$ cat config.mk
export PLATFORM = sky130hd
export DESIGN_NAME = fetch_unit
export DESIGN_NICKNAME = d
export VERILOG_FILES = /design/src/rtl/fetch_unit.sv
export SDC_FILE = /design/constraint.sdc
export NUM_CORES = 1
export LEC_CHECK = 0
export ABC_AREA = 0
export CORE_UTILIZATION = 55
export DETAILED_ROUTE_END_ITERATION = 8
export HOLD_SLACK_MARGIN = 0.05
export PLACE_DENSITY_LB_ADDON = 0.15
export SYNTH_ARGS = -nofsm -noshare
export SYNTH_HDL_FRONTEND = slang
export SYNTH_SLANG_ARGS = --single-unit
$ cat constraint.sdc
create_clock -name clk -period 9.8 [get_ports clk]
set_clock_uncertainty 0.15 [all_clocks]
set_input_delay 0.98 -clock clk [delete_from_list [all_inputs] [get_ports clk]]
set_output_delay 0.98 -clock clk [all_outputs]
set_load 0.05 [all_outputs]
$ cat src/rtl/fetch_unit.sv
// RV32I instruction fetch stage: keeps the PC, issues one word fetch at a
// time over a valid/ready channel, buffers returned words with their PCs in
// a 2-entry FIFO for decode, and applies execute-stage redirects.
module fetch_unit #(
    parameter logic [31:0] RESET_PC = 32'h0000_0000
) (
    input  logic        clk,
    input  logic        reset,
    output logic        imem_req_valid,
    input  logic        imem_req_ready,
    output logic [31:0] imem_addr,
    input  logic        imem_resp_valid,
    input  logic [31:0] imem_resp_data,
    output logic        instr_valid,
    input  logic        instr_ready,
    output logic [31:0] instr,
    output logic [31:0] instr_pc,
    output logic [31:0] instr_pcplus4,
    input  logic        redirect_valid,
    input  logic        redirect_sel,
    input  logic [31:0] redirect_pc,
    input  logic [31:0] immext,
    input  logic [31:0] aluresult,
    output logic        misaligned
);

    typedef enum logic [1:0] {
        RUN  = 2'd0,
        WAIT = 2'd1,
        HALT = 2'd2
    } state_t;

    state_t      state_reg, state_next;
    logic [31:0] pc_reg, pc_next;
    logic [31:0] req_pc_reg, req_pc_next;
    logic        drop_reg, drop_next;
    logic        misaligned_reg, misaligned_next;
    logic        live_reg;
    logic [1:0]  count_reg, count_next;
    logic        head_reg, head_next;

    logic        handshake;
    logic        redir;
    logic        push;
    logic        pop;
    logic        flush;
    logic        wr_idx;
    logic [31:0] target;
    logic [31:0] entry_pc   [2];
    logic [31:0] entry_data [2];

    // Redirect target: branch/jal adds the immediate to the redirecting PC,
    // jalr clears bit 0 of the ALU sum.
    assign target = redirect_sel ? (aluresult & ~32'h1) : (redirect_pc + immext);
    assign redir  = redirect_valid && (state_reg != HALT);

    // live_reg holds requests off until the first clock edge after reset
    // release, so nothing is requested while reset is asserted.
    assign imem_req_valid = live_reg && (state_reg == RUN) && (count_reg != 2'd2);
    assign imem_addr      = pc_reg;
    assign handshake      = imem_req_valid && imem_req_ready;

    assign instr_valid   = (count_reg != 2'd0);
    assign pop           = instr_valid && instr_ready;
    assign wr_idx        = head_reg ^ count_reg[0];
    assign instr         = entry_data[head_reg];
    assign instr_pc      = entry_pc[head_reg];
    assign instr_pcplus4 = entry_pc[head_reg] + 32'd4;
    assign misaligned    = misaligned_reg;

    // Marks the design live from the first edge after reset release.
    always_ff @(posedge clk or negedge reset) begin
        if (!reset) live_reg <= 1'b0;
        else        live_reg <= 1'b1;
    end

    // Control state, PC, in-flight tracking and FIFO occupancy registers.
    always_ff @(posedge clk or negedge reset) begin
        if (!reset) begin
            state_reg      <= RUN;
            pc_reg         <= RESET_PC;
            req_pc_reg     <= RESET_PC;
            drop_reg       <= 1'b0;
            misaligned_reg <= 1'b0;
            count_reg      <= 2'd0;
            head_reg       <= 1'b0;
        end else begin
            state_reg      <= state_next;
            pc_reg         <= pc_next;
            req_pc_reg     <= req_pc_next;
            drop_reg       <= drop_next;
            misaligned_reg <= misaligned_next;
            count_reg      <= count_next;
            head_reg       <= head_next;
        end
    end

    // Next-state logic: fetch sequencing first, then redirect overrides it.
    always_comb begin
        state_next      = state_reg;
        pc_next         = pc_reg;
        req_pc_next     = req_pc_reg;
        drop_next       = drop_reg;
        misaligned_next = misaligned_reg;
        push            = 1'b0;
        flush           = 1'b0;

        case (state_reg)
            RUN: begin
                if (handshake) begin
                    req_pc_next = pc_reg;
                    pc_next     = pc_reg + 32'd4;
                    state_next  = WAIT;
                end
            end
            WAIT: begin
                if (imem_resp_valid) begin
                    push       = !drop_reg;
                    drop_next  = 1'b0;
                    state_next = RUN;
                end
            end
            default: ;
        endcase

        if (redir) begin
            flush = 1'b1;
            push  = 1'b0;
            if (target[1:0] != 2'b00) begin
                misaligned_next = 1'b1;
                drop_next       = 1'b0;
                state_next      = HALT;
            end else begin
                pc_next = target;
                if (state_reg == RUN) begin
                    // A request accepted in this same cycle is now stale.
                    drop_next = handshake;
                end else begin
                    // Same-cycle response is discarded via push = 0 above;
                    // otherwise the response still to come must be dropped.
                    drop_next = !imem_resp_valid;
                end
            end
        end

        if (flush) begin
            count_next = 2'd0;
            head_next  = 1'b0;
        end else begin
            count_next = count_reg + {1'b0, push} - {1'b0, pop};
            head_next  = head_reg ^ pop;
        end
    end

    // FIFO storage, one register pair per entry, written at the tail slot.
    genvar gi;
    generate
        for (gi = 0; gi < 2; gi++) begin : g_entry
            logic [31:0] pc_reg_e;
            logic [31:0] data_reg_e;

            // Capture the returning word and its PC when this slot is the tail.
            always_ff @(posedge clk or negedge reset) begin
                if (!reset) begin
                    pc_reg_e   <= '0;
                    data_reg_e <= '0;
                end else if (push && (wr_idx == 1'(gi))) begin
                    pc_reg_e   <= req_pc_reg;
                    data_reg_e <= imem_resp_data;
                end
            end

            assign entry_pc[gi]   = pc_reg_e;
            assign entry_data[gi] = data_reg_e;
        end
    endgenerate

endmodule

==> metrics.txt <==
CP endpoint kind=output port; final hold vios=0; flops & latches, synth=200; I/O pins=approximately 270; crit start category=flip-flop; routability-driven placement congestion ratio=0.906; CTS Hold Bufs=0; Die Wd=146 um; diode count=0; Rows=between 50 and 60; GRT Util Overall=25.8%; max-slew violations=0; fmax=185 MHz; syn_nets=1265; Max-cap violations=0; Iteration-0 DRC Markers=403; first-pass GRT wire length=~44000 um; Post-CTS Setup Bufs=0; Final Cell Area=14800 sq um; post-place setup slack=4830 ps; most common cell after layout, fill and taps aside=clkdlybuf4s50_1; Worst-Margin Slew=1020 ps; number of port buffers=264; clock-pin slew on the worst setup and hold paths=70 ps; register area share after synthesis=43.9%; Post-Synthesis Cells=1094; syn avg cell area=10.4 sq um; number of synthesis warnings=0; total grt overflow=0; CTS sink count=200; CP arrival=4260 ps; final setup vio count=0; layout cell share with drive strength beyond 1=17.3%; core area=20300 sq um; DRC errors left=0; Peak VDD IR=between 0.1 and 0.15 mV; Via density=5.51; CTS tree=built; initial antenna violation count=0; setup TNS=0 ps; routed len/inst=16.6 um; Die Ht=146 um; final worst slack=4410 ps; fin nets=1500; WP data required=8670 ps; detailed-route wire length=26800 um; PwrDens=~120 nW/um^2; library cells used by synthesis=68; Max clock buf depth=2; Pleak=7.06 nW; CTS buffer count=17; EDFF count, synth=0; Worst slew margin=31.8%; status=complete, no violations; pin count of the biggest net entering global routing=about 120; most frequent cells in the layout=263 x clkdlybuf4s50_1, 199 x dfrtp_1, 174 x mux2_2; area grow syn2layout=29.8%; clk root buf=clkbuf_16; Post-DP Area=14200 sq um; crit-path max FO=45; Primary FF master, synth=dfrtp_1; H-tree depth=4; hold_ws=346 ps; min Tclk post-route=5390 ps; DPL Wire Length=approximately 20000 um; worst-skew pair later-pin latency=around 430 ps; Vias=8888; Initial Util=56.2%; Initial DRT Pass Iterations=5; final period utilization=between 50 and 60%; die area=21300 sq um; number of global-route vias before repair=8940; ys async rst share=100%; RSZ-0062 raised after global routing=no; post-route antenna net violation count=0; synthesized cell area=about 11000 sq um; Setup CP Type=reg2out; Largest regs=g_entry.data_reg_e x64, g_entry.pc_reg_e x64; HP Class=reg2reg; CTS resizes=0
==> report_power, final <==
part / internal, mW / switching (mW)
clock network: 0.374 / 0.307
registers: 0.834 / 0.0143
logic: 0.125 / 0.147
==> kinds of logic (layout without fill, tap and decap cells) <==
| kind of cell | count (synthesis) | after routing | synth area share, % |
|---|---|---|---|
| simple gates | 310 | 310 | 13.0 |
| xor+xnor | 81 | 81 | 6.22 |
| flops | 200 | 200 | 43.9 |
| other cells | 1 | 1 | 0.0329 |
| mux | 189 | 189 | 18.5 |
| fa+ha+maj | 36 | 36 | 4.01 |
| compound gates | 190 | 190 | 11.3 |
| buf+inv | 87 | 335 | 3.11 |
==> through the flow <==
| step | power (mW) | utilization, % | cells |
|---|---|---|---|
| 3_5_place_dp | 1.13 | 70.1 | 1580 |
| 4_1_cts | 1.82 | 73.0 | 1612 |
| 6_report | 1.80 | 73.0 | 1612 |
| 3_3_place_gp | 1.13 | 70.1 | 1580 |
| 2_1_floorplan | 1.01 | - | 1094 |
| 5_1_grt | 1.88 | 73.0 | 1612 |
==> layout make-up <==
class                   count  area (sq um)
clock inverters            12           120
flip-flops and latches    200          5010
inverters                  32           120
fillers                  1524          5490
clock buffers              20           467
repair buffers            271          2700
well taps                 270           338
multi-input cells         807          6060
==> worst max-delay path: stages (launching register included) <==
cell	delay, ps
dfrtp_4	700
buf_4	620
mux2_2	350
and4_1	260
nand3_1	180
nor4_2	530
nand4_1	180
xnor2_1	180
clkdlybuf4s50_1	820
==> cells in the mapped netlist (7+ instances only) <==
cell type,n,share of area [%]
xnor2_1,54,4.1
ha_1,35,3.8
a31oi_1,11,0.60
dfrtp_1,200,44
nand2b_1,8,0.44
buf_1,7,0.23
clkbuf_1,33,1.1
and2_1,12,0.66
o21ai_0,28,1.2
a211oi_1,13,0.86
nand3_1,21,0.92
mux2_2,174,17
nand4_1,7,0.38
mux2i_1,15,1.3
nor2_1,37,1.2
buf_2,11,0.48
nor2b_1,15,0.82
inv_1,31,1.0
nor3_1,9,0.39
nand2_1,154,5.1
a21o_1,25,1.6
and3_1,18,0.99
a21oi_1,47,2.1
xor2_1,27,2.1
==> final timing paths <==
check                           slack (ps)                        end  depth (start not counted)        from
worst max-delay path                  4410          instr_pcplus4[28]                          8    head_reg
worst min-delay path                   350                 misaligned                          1  misaligned
worst max register to register        6670     g_entry[1].pc_reg_e[7]                          5    head_reg
worst min register to register         350                 misaligned                          1  misaligned
max in group asynchronous             7260                   head_reg                          2       reset
min in group asynchronous              500  g_entry[1].data_reg_e[23]                          1       reset
==> routing by layer <==
metal  vias to the layer above  global-route usage [%]  part of all wire (%)  wire (um)
met3                        22                    5.03                   5.3       1420
met2                       244                    43.4                    48      12800
met1                      4262                    34.1                    46      12200
met4                         0                    6.82                   1.4        372
li1                       4360                       -                     -          -
met5                         -                       0                     0          0
No activity file was read; power rests on OpenSTA's default activity.
